File: src/rtl/mc_control_fsm.sv
// mc_control_fsm
// Multi-cycle CPU control unit. Each instruction runs through FETCH, DECODE,
// EXECUTE, MEM and WRITE_BACK. The unit drives the IR load, PC, register-file,
// ALU and memory strobes. It also supports variable-latency memory with a
// timeout into FAULT, a global stall, and illegal-opcode reporting.
//
// state      | meaning
// -----------+-------------------------------------------------------------
// FETCH   0  | wait for instr_valid, latch IR
// DECODE  1  | retire JMP / illegal opcodes, otherwise go to EXECUTE
// EXECUTE 2  | ALU op, address generation for LD/ST, branch resolve+retire
// MEM     3  | wait for mem_ready, count wait cycles, retire ST
// WB      4  | register write, retire ALU ops and LD
// FAULT   5  | memory timeout; absorbing until reset
//
// Ports:
//   clk, reset        clock, asynchronous active-high reset
//   instr_valid       opcode carries a valid instruction
//   opcode [OPW]      opcode of the fetched instruction
//   stall             freeze sequencing and gate side-effect strobes
//   mem_ready         data memory finished the current access
//   zero              ALU zero flag, used to resolve BEQ/BNE
//   ir_load, pc_en, pc_src[2], reg_write, mem_read, mem_write, alu_src,
//   result_sel, alu_ctrl[ALUW]   datapath control
//   state_o[3]        current state encoding
//   instr_done        one-cycle retire pulse
//   illegal_op        one-cycle pulse in DECODE for opcodes above 9
//   fault             high while in FAULT
module mc_control_fsm #(
    parameter int OPW     = 4,
    parameter int ALUW    = 3,
    parameter int TIMEOUT = 15
) (
    input  logic            clk,
    input  logic            reset,
    input  logic            instr_valid,
    input  logic [OPW-1:0]  opcode,
    input  logic            stall,
    input  logic            mem_ready,
    input  logic            zero,
    output logic            ir_load,
    output logic            pc_en,
    output logic [1:0]      pc_src,
    output logic            reg_write,
    output logic            mem_read,
    output logic            mem_write,
    output logic            alu_src,
    output logic            result_sel,
    output logic [ALUW-1:0] alu_ctrl,
    output logic [2:0]      state_o,
    output logic            instr_done,
    output logic            illegal_op,
    output logic            fault
);

    typedef enum logic [2:0] {
        S_FETCH      = 3'd0,
        S_DECODE     = 3'd1,
        S_EXECUTE    = 3'd2,
        S_MEM        = 3'd3,
        S_WRITE_BACK = 3'd4,
        S_FAULT      = 3'd5
    } state_t;

    // A zero-width counter is not legal, so keep one bit when the timeout is off.
    localparam int CW = (TIMEOUT > 0) ? $clog2(TIMEOUT + 1) : 1;
    localparam logic [CW-1:0] CNT_LAST = CW'((TIMEOUT > 0) ? TIMEOUT - 1 : 0);

    localparam logic [OPW-1:0] OP_XOR = OPW'(4);
    localparam logic [OPW-1:0] OP_LD  = OPW'(5);
    localparam logic [OPW-1:0] OP_ST  = OPW'(6);
    localparam logic [OPW-1:0] OP_JMP = OPW'(7);
    localparam logic [OPW-1:0] OP_BEQ = OPW'(8);
    localparam logic [OPW-1:0] OP_BNE = OPW'(9);

    localparam logic [ALUW-1:0] ALU_ADD = ALUW'(1);
    localparam logic [ALUW-1:0] ALU_CMP = ALUW'(6);

    state_t          state_q, state_d;
    logic [OPW-1:0]  ir_q, ir_d;
    logic [CW-1:0]   cnt_q, cnt_d;

    logic is_alu, is_ld, is_st, is_jmp, is_branch, is_illegal, taken, go;

    assign is_alu     = (ir_q <= OP_XOR);
    assign is_ld      = (ir_q == OP_LD);
    assign is_st      = (ir_q == OP_ST);
    assign is_jmp     = (ir_q == OP_JMP);
    assign is_branch  = (ir_q == OP_BEQ) || (ir_q == OP_BNE);
    assign is_illegal = (ir_q > OP_BNE);
    assign taken      = (ir_q == OP_BEQ) ? zero : ~zero;
    assign go         = ~stall;

    always_ff @(posedge clk or posedge reset) begin
        if (reset) begin
            state_q <= S_FETCH;
            ir_q    <= '0;
            cnt_q   <= '0;
        end else begin
            state_q <= state_d;
            ir_q    <= ir_d;
            cnt_q   <= cnt_d;
        end
    end

    // Side-effect strobes are qualified with go; mux-style selects (pc_src,
    // alu_src, alu_ctrl, mem_read, result_sel) keep their state value under stall.
    always_comb begin
        state_d    = state_q;
        ir_d       = ir_q;
        cnt_d      = cnt_q;
        ir_load    = 1'b0;
        pc_en      = 1'b0;
        pc_src     = 2'b00;
        reg_write  = 1'b0;
        mem_read   = 1'b0;
        mem_write  = 1'b0;
        alu_src    = 1'b0;
        result_sel = 1'b0;
        alu_ctrl   = '0;
        instr_done = 1'b0;
        illegal_op = 1'b0;
        fault      = 1'b0;
        state_o    = state_q;

        case (state_q)
            S_FETCH: begin
                if (instr_valid && go) begin
                    ir_load = 1'b1;
                    ir_d    = opcode;
                    state_d = S_DECODE;
                end
            end
            S_DECODE: begin
                if (is_illegal) begin
                    illegal_op = go;
                    pc_en      = go;
                    instr_done = go;
                    if (go) state_d = S_FETCH;
                end else if (is_jmp) begin
                    pc_en      = go;
                    pc_src     = 2'b10;
                    instr_done = go;
                    if (go) state_d = S_FETCH;
                end else if (go) begin
                    state_d = S_EXECUTE;
                end
            end
            S_EXECUTE: begin
                if (is_alu) begin
                    // ADD..XOR map onto consecutive ALU codes starting at 001.
                    alu_ctrl = ALUW'(ir_q) + ALUW'(1);
                    if (go) state_d = S_WRITE_BACK;
                end else if (is_ld || is_st) begin
                    alu_src  = 1'b1;
                    alu_ctrl = ALU_ADD;
                    if (go) begin
                        cnt_d   = '0;
                        state_d = S_MEM;
                    end
                end else begin
                    alu_ctrl   = is_branch ? ALU_CMP : '0;
                    pc_en      = go & is_branch;
                    pc_src     = (is_branch && taken) ? 2'b01 : 2'b00;
                    instr_done = go & is_branch;
                    if (go) state_d = S_FETCH;
                end
            end
            S_MEM: begin
                alu_src   = 1'b1;
                alu_ctrl  = ALU_ADD;
                mem_read  = is_ld;
                mem_write = go & ~is_ld;
                if (go) begin
                    // A ready on the final allowed cycle wins over the timeout.
                    if (mem_ready) begin
                        if (is_ld) begin
                            state_d = S_WRITE_BACK;
                        end else begin
                            pc_en      = 1'b1;
                            instr_done = 1'b1;
                            state_d    = S_FETCH;
                        end
                    end else if (TIMEOUT != 0) begin
                        cnt_d = cnt_q + CW'(1);
                        if (cnt_q == CNT_LAST) state_d = S_FAULT;
                    end
                end
            end
            S_WRITE_BACK: begin
                reg_write  = go;
                result_sel = is_ld;
                pc_en      = go;
                instr_done = go;
                if (go) state_d = S_FETCH;
            end
            S_FAULT: begin
                fault = 1'b1;
            end
            default: begin
                state_d = S_FETCH;
            end
        endcase

        // Outputs read as all-zero while reset is held, even if instr_valid is high.
        if (reset) begin
            ir_load    = 1'b0;
            pc_en      = 1'b0;
            pc_src     = 2'b00;
            reg_write  = 1'b0;
            mem_read   = 1'b0;
            mem_write  = 1'b0;
            alu_src    = 1'b0;
            result_sel = 1'b0;
            alu_ctrl   = '0;
            instr_done = 1'b0;
            illegal_op = 1'b0;
            fault      = 1'b0;
            state_o    = 3'd0;
        end
    end

endmodule

File: config.mk
export PLATFORM = sky130hd
export DESIGN_NAME = mc_control_fsm
export DESIGN_NICKNAME = d
export VERILOG_FILES = /design/src/rtl/mc_control_fsm.sv
export SDC_FILE = /design/constraint.sdc
export NUM_CORES = 1
export LEC_CHECK = 0
export CORE_AREA = 2 2 53 55
export DETAILED_ROUTE_END_ITERATION = 8
export DIE_AREA = 0 0 55 57
export PLACE_DENSITY = 0.72
export SETUP_SLACK_MARGIN = 0.15
export SYNTH_ARGS = -nofsm -noshare
export SYNTH_HDL_FRONTEND = slang
export SYNTH_SLANG_ARGS = --single-unit
File: constraint.sdc
create_clock -name clk -period 1.75 [get_ports clk]
set_input_delay 0.2625 -clock clk [delete_from_list [all_inputs] [get_ports clk]]
set_output_delay 0.2625 -clock clk [all_outputs]
set_load 0.02 [all_outputs]
# Word level (Yosys, flattened, before mapping)
# Index checks and enable logic that the tools add are counted.
op_classes:
  magnitude_cmp: 2
  eq_ne: 21
  bitwise_logic: 6
  mux: 63
  n_addsub: 2
  reduce_logical: 9
ops:
  columns: ["cell", "n"]
  rows:
  - ["$mux W3", 18]
  - ["$mux W1", 31]
  - ["$mux W4", 5]
  - ["$pmux W3 S6", 1]
  - ["$eq A4 B3 Y1 const B", 3]
  - ["$eq A4 B4 Y1 const B", 3]
  - ["$ne A2 B2 Y1 const B", 6]
  - ["$ne A3 B3 Y1 const B", 3]
  - ["$pmux W4 S2", 1]
  - ["$reduce_and A7 Y1", 1]
  - ["$eq A3 B2 Y1 const B", 2]
  - ["$eq A3 B3 Y1 const B", 2]
  - ["$mux W2", 3]
  - ["$pmux W3 S2", 1]
  - ["$reduce_and A6 Y1", 1]
  - ["$add A4 B1 Y4 const B", 1]
  - ["$gt A4 B4 Y1 const B", 1]
  - ["$le A4 B3 Y1 const B", 1]
  - ["$ne A4 B4 Y1 const B", 1]
  - ["$not A1 Y1", 4]
  - ["$pmux W1 S4", 1]
  - ["$pmux W2 S2", 1]
  - ["$add A3 B1 Y3 const B", 1]
  - ["$eq A3 B1 Y1 const B", 1]
  - ["other kinds (7)", 10]
totals:
  reg_bits: 11

# Depth between registers and ports, before layout
# Gate-level depths: netlist of the first run.
depth:
  depth_word: 8
  depth_mapped: 7

# Least setup slack after synthesis of the first run
# OpenSTA, ideal clock, no wires.
synth_path:
  kind: "register -> output"
  from: "register state_q[0]"
  to: "output port pc_en"
  setup_slack_ns: -0.285
  path_buffers: 3
  t_arrival_ns: 1.772
  stages_incl_launch_ff: 7
  cell_sequence: "dfrtp_1 clkbuf_1 clkbuf_1 a21boi_0 o211ai_1 a21oi_1 buf_4"
synth_via:
  elab_chain_len: 3
synth_lines:
  columns: ["item", "line", "text"]
  rows:
  - ["start: declaration", "79", "state_t state_q, state_d;"]
  - ["start signal: assignment", "100", "state_q <= state_d;"]
  - ["$eq A3 B3 Y1, or another cell as far along", null, null]
  - ["$pmux W1 S4 *", null, null]
  - ["$mux W1 *", null, null]
  - ["end: declaration", "42", "output logic pc_en,"]
# Mark *: on every way between the ends. The rest lies on a longest branch, timed or not.

# Worst setup path after layout of the first run
layout_path:
  from: "register ir_q[0]"
  to: "register state_q[0]"
layout_via:
  elab_chain_len: 5
layout_lines:
  columns: ["item", "line", "text"]
  rows:
  - ["start: declaration", "80", "logic [OPW-1:0] ir_q, ir_d;"]
  - ["start signal: assignment", "101", "ir_q <= ir_d;"]
  - ["branches (longest 5 deep; another with $gt A4 B4 Y1)", null, null]
# Parallel ways; which one is timed is not known.
# A chain may end at the register's enable or synchronous reset.

==> results.yml, run 1 <==
worst_setup_path:
  reg2reg_slack_ps: -390
  crit_required_ps: 1910
  arrival_ps: 2300
  path_buf_inv: 2
  r2r_cells: 8
  r2r-start: "ir_q[0]"
  worstSetupEndpointType: "register"
  path_class: "reg2reg"
  r2r_end: "state_q[0]"
  cp_cell_sequence: "ha_4 > or2_4 > buf_6 > nor2_4 > nor3_2 > buf_4 > nor4_4 > mux2_4"
  crit_slowest_cell: "dfrtp_2"
  max_stage_delay_ps: 480
  cp-start-kind: "register"
  crit_fanout: 4
  crit_family: "simple AND/OR/NAND/NOR gates"
power_and_ir_drop:
  peakVddDrop_uv: 1320
  p_sw_w: 0.00167
  seqPwrFrac_pct: 13.6
  clkPwrFrac_pct: 4.9
  swShare_pct: 45.0
  powerDensity_nw_per_um2: 1800
  p_leak_nw: 0.944
  p_int_w: 0.00204
  combPwrFrac_pct: 81.5
route:
  drt_first_pass_iters: 4
  drc: 0
  drt_wl_total_mm: 4.46
  viasPerCell: 5.79
  antenna_left: 0
  vias: 1355
  initialDrtViolationCount: 48
  wl_per_cell_um: 19.1
synth:
  synth_edf_count: 0
  syn_inst: 128
  synthArstFlopShare_pct: 100
  syn-num-nets: 144
  syn_area_sq_um: 1050
  synth_seq_area_share_pct: 26.2
  ys.flop_type: "dfrtp_1"
  ys_seq_elements: 11
  avgSynthCellArea_sq_um: 8.21
  ys_warn_count: 0
  synthDistinctLibCells: 42
clock_tree:
  clockBufferDepth: 2
  cts.sinks: 11
  cts_hold_buf: 0
  path_clk_slew_ps: 70
  htreeDepth: 1
  ctsRootBufferMaster: "clkbuf_4"
  insertion_delay_ps: 280
  cts_tree: "yes"
  cts_made_buffers: 3
sta:
  tightest_slew_ps: 608
  period_minus_slack_ps: 2140
  setup_viol: 16
  finalCritPeriodShare_pct: 122
  hold_viol_final: 0
  hold_ws_ps: 474
  post-route-worst-setup-slack_ps: -386
  slew_headroom_pct: 59.2
  drv_slew: 0
  rsz0062_at_grt: "true"
  skew_ps: 3.97
  clock.fmax_mhz: 468
  tns_ps: -3260
run_status:
  status: "complete, but fails checks"
  violations: "negative setup slack"
run:
  maxCapViolations: 0
cells_and_area:
  layout_commonest_cell: "buf_4"
  area_delta_synth_final_pct: 96.2
  antenna_cells: 0
  finalNetCount: 220
  fin_cells: 234
  layout_common_cells: "buf_4 (46), buf_6 (23), nand2_1 (9), dfrtp_1 (9), clkdlybuf4s50_1 (8)"
  design_area_sq_um: 2060
  n_fill_cell: 165
  final_layout_size_suffix_gt1_share_pct: 59.6
placed_design:
  hpwlAfterDp_mm: 2.62
  dpl_cell_area_sq_um: 1640
  dpl.cell_count: 211
  portBuffers: 27
  gp_congestion: 0.945
floorplanning:
  core_area_sq_um: 2620
  start_util_pct: 40.2
  die_area_sq_um: 3140
  fp.dieW_um: 55
  ioPinCount: 28
  die_h_um: 57
  rows: 19
global_routing:
  grt_max_degree: 12
  use_met2_pct: 52.4
  top_usage_layer: "met2"
  grt_util_met1_pct: 33.1
  antenna_found_initial: 0
  grt_pass1_vias: 1367
  grt_use_total_pct: 30.0
  grt_pass1_wl_mm: 6.62
  use_met3_pct: 2.88
  gr-total-overflow: 0
hold_path:
  hold_path.class: "in2async"
[state kept, by name, indices dropped and copies added, names as in the netlist]
register,flops
cnt_q,4
state_q,3
ir_q,4
[power groups by stage]
stage,clock network [W],registers [W],logic (W)
6_report,0.000182,0.000506,0.00302
5_1_grt,0.000195,0.000520,0.00317
3_5_place_dp,0,0.000495,0.00198
2_1_floorplan,0,0.000445,0.00122
4_1_cts,0.000183,0.000490,0.00274
3_3_place_gp,0,0.000478,0.00194
[timing repair]
action	CTS	global route
gates cloned	0	0
setup endpoints to repair	25	23
resized for setup	148	12
buffers inserted	14	5
pin swaps	14	7
[layer usage]
layer  share of wire, %  up-vias
met4                5.7        0
met2                 52       62
li1                   -      616
met3                4.7       24
met5                  0        -
met1                 38      653
[cell usage after synthesis (3+ instances only)]
cell type | n | area, sq um
a211oi_1 | 3 | 22.5
a21oi_1 | 7 | 35.0
buf_2 | 3 | 15.0
clkbuf_1 | 3 | 11.3
dfrtp_1 | 11 | 275
ha_1 | 6 | 75.1
inv_1 | 7 | 26.3
mux2_2 | 5 | 56.3
nand2_1 | 11 | 41.3
nand2b_1 | 4 | 25.0
nand3_1 | 4 | 20.0
nor2_1 | 12 | 45.0
nor2b_1 | 7 | 43.8
nor3_1 | 4 | 20.0
nor3b_1 | 3 | 22.5
nor4_1 | 3 | 18.8
o211ai_1 | 3 | 22.5
o21ai_0 | 3 | 15.0
[worst max-delay path by stage]
stage            start          to  cells past startpoint
2_1_floorplan  ir_q[1]  state_q[0]                      7
3_3_place_gp     reset   pc_src[0]                      4
3_5_place_dp     reset   pc_src[0]                      4
4_1_cts        ir_q[0]  state_q[0]                      8
5_1_grt        ir_q[0]  state_q[0]                      9
6_report       ir_q[0]  state_q[0]                      8
[metrics by stage]
step | power [W] | util, % | setup WS [ps]
finish | 0.00371 | 78.9 | -386
global route | 0.00388 | 78.9 | -441
global placement | 0.00242 | 62.6 | -478
floorplan | 0.00167 | - | -58.3
detailed placement | 0.00247 | 62.6 | -543
CTS | 0.00342 | 75.6 | -306
[layout make-up]
| class | count | area (sq um) | area share, % |
|---|---|---|---|
| Multi-Input combinational cell | 101 | 977 | 47.4 |
| Timing Repair Buffer | 80 | 711 | 34.5 |
| Sequential cell | 11 | 278 | 13.5 |
| Tap cell | 31 | 38.8 | 1.88 |
| Inverter | 7 | 31.3 | 1.52 |
| Clock buffer | 4 | 26.3 | 1.27 |
[worst min-delay path, stage by stage]
cell and delay [ps]:
dlygate4sd2_1 260, buf_6 150, buf_4 180, inv_1 340
[cell families after synthesis]
family          count (synthesis)  synth area share [%]
simple gates                   59                  30.6
compound gates                 27                  19.2
buf+inv                        16                  7.50
flops                          11                  26.2
mux                             9                  9.40
fa+ha+maj                       6                  7.14
Note: power is estimated with default switching activity, not from simulation.
==> run 2, diff against run 1 <==
- CTS_BUF_LIST: not set -> sky130_fd_sc_hd__clkbuf_4 sky130_fd_sc_hd__clkbuf_8 sky130_fd_sc_hd__clkbuf_16
- CTS_CLUSTER_SIZE: not set -> 12
==> run 2 against run 1 <==
- the run still ends with negative setup slack left
- critical path depth stayed put
- core utilization up 0.14 points
- non-clock buffer count stayed put
==> results.yml, run 2 (synthesis gave the netlist of run 1 again) <==
cells_and_area:
  layout_commonest_cell: "buf_4"
  largestRegisters: "cnt_q x4, ir_q x4, state_q x3"
  multi_input_area_sq_um: 977
  layout_common_cells: "buf_4 (46), buf_6 (23), nand2_1 (9), dfrtp_1 (9), clkdlybuf4s50_1 (8)"
  regArea_sq_um: 278
  final_layout_size_suffix_gt1_share_pct: 60.1
  antenna_cells: 0
  fin_cells: 234
  post-route-util_pct: 79.0
  design_area_sq_um: 2070
  n_fill_cell: 167
  finalNetCount: 220
  area_delta_synth_final_pct: 96.5
clock_tree:
  insertion_delay_ps: 270
  htreeDepth: 1
  ctsRootBufferMaster: "clkbuf_4"
  clockBufferDepth: 2
  cts_tree: "yes"
  cts_made_buffers: 3
  cts.sinks: 11
  path_clk_slew_ps: 70
placed_design:
  dpl.cell_count: 211
  gp_congestion: 0.945
  portBuffers: 27
  hpwlAfterDp_mm: 2.62
  dpl_cell_area_sq_um: 1640
route:
  wl_per_cell_um: 18.9
  drt_first_pass_iters: 5
  drt_wl_total_mm: 4.43
  viasPerCell: 5.66
  antenna_left: 0
  vias: 1325
  drc: 0
  initialDrtViolationCount: 41
global_routing:
  grt_max_degree: 12
  grt_pass1_wl_mm: 6.57
  grt_pass1_vias: 1362
  gr-total-overflow: 0
  antenna_found_initial: 0
  grt_use_total_pct: 29.7
worst_setup_path:
  crit_fanout: 4
  r2r_end: "state_q[0]"
  arrival_ps: 2290
  r2r_cells: 8
  crit_required_ps: 1900
  worstSetupEndpointType: "register"
  reg2reg_slack_ps: -390
  cp-start-kind: "register"
  path_class: "reg2reg"
  r2r-start: "ir_q[0]"
power_and_ir_drop:
  peakVddDrop_uv: 1410
  p_total_w: 0.00372
  p_leak_nw: 0.947
  powerDensity_nw_per_um2: 1800
sta:
  drv_slew: 0
  hold_ws_ps: 481
  setup_viol: 15
  tightest_slew_ps: 607
  period_minus_slack_ps: 2140
  rsz0062_at_grt: "true"
  skew_ps: 5.75
  slew_headroom_pct: 59.2
  post-route-worst-setup-slack_ps: -392
  finalCritPeriodShare_pct: 122
  hold_viol_final: 0
  clock.fmax_mhz: 467
run_status:
  violations: "negative setup slack"
  status: "complete, but fails checks"
floorplanning:
  fp.dieW_um: 55
  rows: 19
  core_area_sq_um: 2620
  ioPinCount: 28
  start_util_pct: 40.2
  die_h_um: 57
  die_area_sq_um: 3140
run:
  maxCapViolations: 0
hold_path:
  hold_path.class: "in2async"
run 2: cell count changes in the layout (fill, tap and decap cells not counted):
cell | before | now
clkbuf_4 | 3 | 4
clkbuf_1 | 1 | 0
run 2: stage by stage:
step           setup WS [ps]  TNS, ps
4_1_cts                 -305    -2410
2_1_floorplan          -58.3     -170
5_1_grt                 -441    -4180
3_5_place_dp            -543    -8800
6_report                -392    -3170
3_3_place_gp            -478    -7620
run 2: report_power, final:
part | leakage, nW | total (W) | switching, W | internal [W]
Sequential | 0.134 | 0.000505 | 0.000133 | 0.000372
Combinational | 0.795 | 0.00302 | 0.00144 | 0.00158
Clock | 0.0184 | 0.000192 | 0.0000883 | 0.000104
Total | 0.947 | 0.00372 | 0.00166 | 0.00206
run 2: metal layers:
metal  global-route usage (%)  up-vias  wire length (um)
met3                     3.14       26               196
met1                     32.6      631              1680
met5                        0        -                 0
li1                         -      614                 -
met4                     19.5        0               271
met2                     51.7       54              2280
run 2: final cells by class:
cell class	instances	area share, %
timing repair buffer	80	34.4
sequential	11	13.4
inverter	7	1.51
multi-input combinational	101	47.3
tap	31	1.88
clock buffer	4	1.45
run 2: critical path: stages, from the launching register on:
cell and delay (ps):
dfrtp_2 480, ha_4 210, or2_4 270, buf_6 130
nor2_4 80, nor3_2 60, buf_4 140, nor4_4 310
mux2_4 340
run 2: how the worst max path moves through the flow:
stage,slack [ps],depth (start not counted),startpoint,end
finish,-390,8,ir_q[0],state_q[0]
global route,-440,9,ir_q[0],state_q[0]
CTS,-310,8,ir_q[0],state_q[0]
detailed placement,-540,4,reset,pc_src[0]
global placement,-480,4,reset,pc_src[0]
floorplan,-60,7,ir_q[1],state_q[0]
run 2: what timing repair did:
action | in CTS | in global routing
gates cloned | 0 | 0
gates resized for setup | 147 | 13
hold buffers | 0 | 0
pin swaps | 14 | 7
endpoints found under the setup margin | 25 | 24
setup buffers | 14 | 5
==> run 3, diff against run 2 <==
--- a/constraint.sdc
+++ b/constraint.sdc
@@ -3,2 +3,2 @@
 set_output_delay 0.2625 -clock clk [all_outputs]
-set_load 0.02 [all_outputs]
+set_load 0.1 [all_outputs]
==> run 3 against run 2 <==
- the flow still finishes with violations (negative setup slack)
- first-iteration DRC count rose by 73%
- die area did not move
- largest cell class unchanged
- critical path type is now reg2out
- flip-flop and latch count did not move
- critical endpoint is now pc_en
- highest routed layer unchanged
- clock skew fell by 4.0 ps
- fmax fell by 2.3%
- non-clock buffer count did not move
- routed wire length rose by 15%
- sequential power rose by 2%
- global-route usage fell by 2.1 points
==> results.yml, run 3 (synthesis gave the netlist of run 1 again) <==
route:
  vias: 1426
  initialDrtViolationCount: 71
  antenna_left: 0
  drc: 0
  wl_per_cell_um: 21.8
  drt_first_pass_iters: 4
  drt_wl_total_mm: 5.11
  viasPerCell: 6.09
power_and_ir_drop:
  p_sw_w: 0.00218
  powerDensity_nw_per_um2: 1880
  seqPwrFrac_pct: 11.6
  peakVddDrop_uv: 1430
  p_int_w: 0.00225
  combPwrFrac_pct: 84.2
  p_leak_nw: 1.00
  clkPwrFrac_pct: 4.3
  swShare_pct: 49.1
clock_tree:
  ctsRootBufferMaster: "clkbuf_4"
  cts_made_buffers: 3
  path_clk_slew_ps: 70
  clockBufferDepth: 2
  cts.sinks: 11
  cts_tree: "yes"
  htreeDepth: 1
  insertion_delay_ps: 270
worst_setup_path:
  cp-start-kind: "register"
  crit_fanout: 4
  path_class: "reg2out"
  arrival_ps: 1930
  crit_required_ps: 1490
  worstSetupEndpointType: "output pin"
sta:
  rsz0062_at_grt: "true"
  slew_headroom_pct: 58.2
  hold_viol_final: 0
  finalCritPeriodShare_pct: 125
  clock.fmax_mhz: 456
  tns_ps: -5130
  tightest_slew_ps: 626
  post-route-worst-setup-slack_ps: -443
  hold_ws_ps: 387
  setup_viol: 22
  skew_ps: 1.78
  drv_slew: 0
  period_minus_slack_ps: 2190
cells_and_area:
  fin_cells: 234
  area_delta_synth_final_pct: 125
  post-route-util_pct: 90.2
  layout_common_cells: "buf_4 (35), buf_12 (18), buf_6 (17)"
  layout_commonest_cell: "buf_4"
  finalNetCount: 220
  n_fill_cell: 105
  antenna_cells: 0
  largestRegisters: "cnt_q x4, ir_q x4, state_q x3"
  final_layout_size_suffix_gt1_share_pct: 69.0
hold_path:
  hold_path.class: "in2async"
global_routing:
  grt_max_degree: 12
  grt_use_total_pct: 27.6
  gr-total-overflow: 0
  grt_pass1_wl_mm: 6.23
  grt_pass1_vias: 1320
  antenna_found_initial: 0
placed_design:
  dpl.cell_count: 206
  gp_congestion: 0.867
  hpwlAfterDp_mm: 2.65
  portBuffers: 27
  place_ws_ps: -279
floorplanning:
  rows: 19
  die_h_um: 57
  fp.dieW_um: 55
  start_util_pct: 40.2
  ioPinCount: 28
  core_area_sq_um: 2620
  die_area_sq_um: 3140
run_status:
  status: "complete, but fails checks"
  violations: "negative setup slack"
run:
  maxCapViolations: 0
[run 3: per-layer routing]
metal	part of all wire [%]	global-route usage (%)	vias up
met4	4.1	11.8	0
met2	48	48.8	84
li1	-	-	609
met5	0	0	-
met3	6.8	2.36	28
met1	41	32.8	705
[run 3: cell type report]
cell class	instances	area (sq um)	share of cell area [%]
Sequential cell	11	279	11.8
Tap cell	31	38.8	1.64
Timing Repair Buffer	80	912	38.7
Inverter	7	28.8	1.22
Clock buffer	4	30.0	1.27
Multi-Input combinational cell	101	1070	45.4
[run 3: power groups by stage]
stage	combinational (W)	sequential, W	clock, W
3_5_place_dp	0.00245	0.000531	0
6_report	0.00373	0.000513	0.000189
5_1_grt	0.00389	0.000527	0.000196
4_1_cts	0.00290	0.000520	0.000193
3_3_place_gp	0.00240	0.000522	0
2_1_floorplan	0.00177	0.000460	0
[run 3: path summary, 6_finish.rpt]
kind | start | endpoint | slack (ps) | cells after the start
min reg2reg | cnt_q[2] | cnt_q[2] | 570 | 1
max | ir_q[0] | pc_en | -440 | 8
max in group asynchronous | reset | ir_q[0] | 1040 | 4
max reg2reg | ir_q[1] | state_q[1] | -300 | 8
min | reset | cnt_q[3] | 390 | 4
min in group clk | cnt_q[2] | cnt_q[2] | 570 | 1
[run 3: what timing repair did]
| item | in CTS | in global routing |
|---|---|---|
| hold buffers | 0 | 0 |
| pin swaps | 14 | 12 |
| endpoints found under the setup margin | 29 | 29 |
| resized for setup | 21 | 38 |
| setup buffers | 12 | 12 |
[run 3: stage by stage]
| stage | total power (W) | area (sq um) |
|---|---|---|
| 2_1_floorplan | 0.00223 | 1300 |
| 3_3_place_gp | 0.00292 | 1920 |
| 3_5_place_dp | 0.00299 | 1920 |
| 4_1_cts | 0.00361 | 2120 |
| 5_1_grt | 0.00461 | 2360 |
| 6_report | 0.00443 | 2360 |
[run 3: worst max-delay path: stages, from the launching register on]
cell and delay [ps]:
dfrtp_2 440, inv_2 100, ha_4 180, o21bai_4 80
buf_6 130, a22o_4 220, a21oi_2 210, a21oi_4 110
buf_12 180
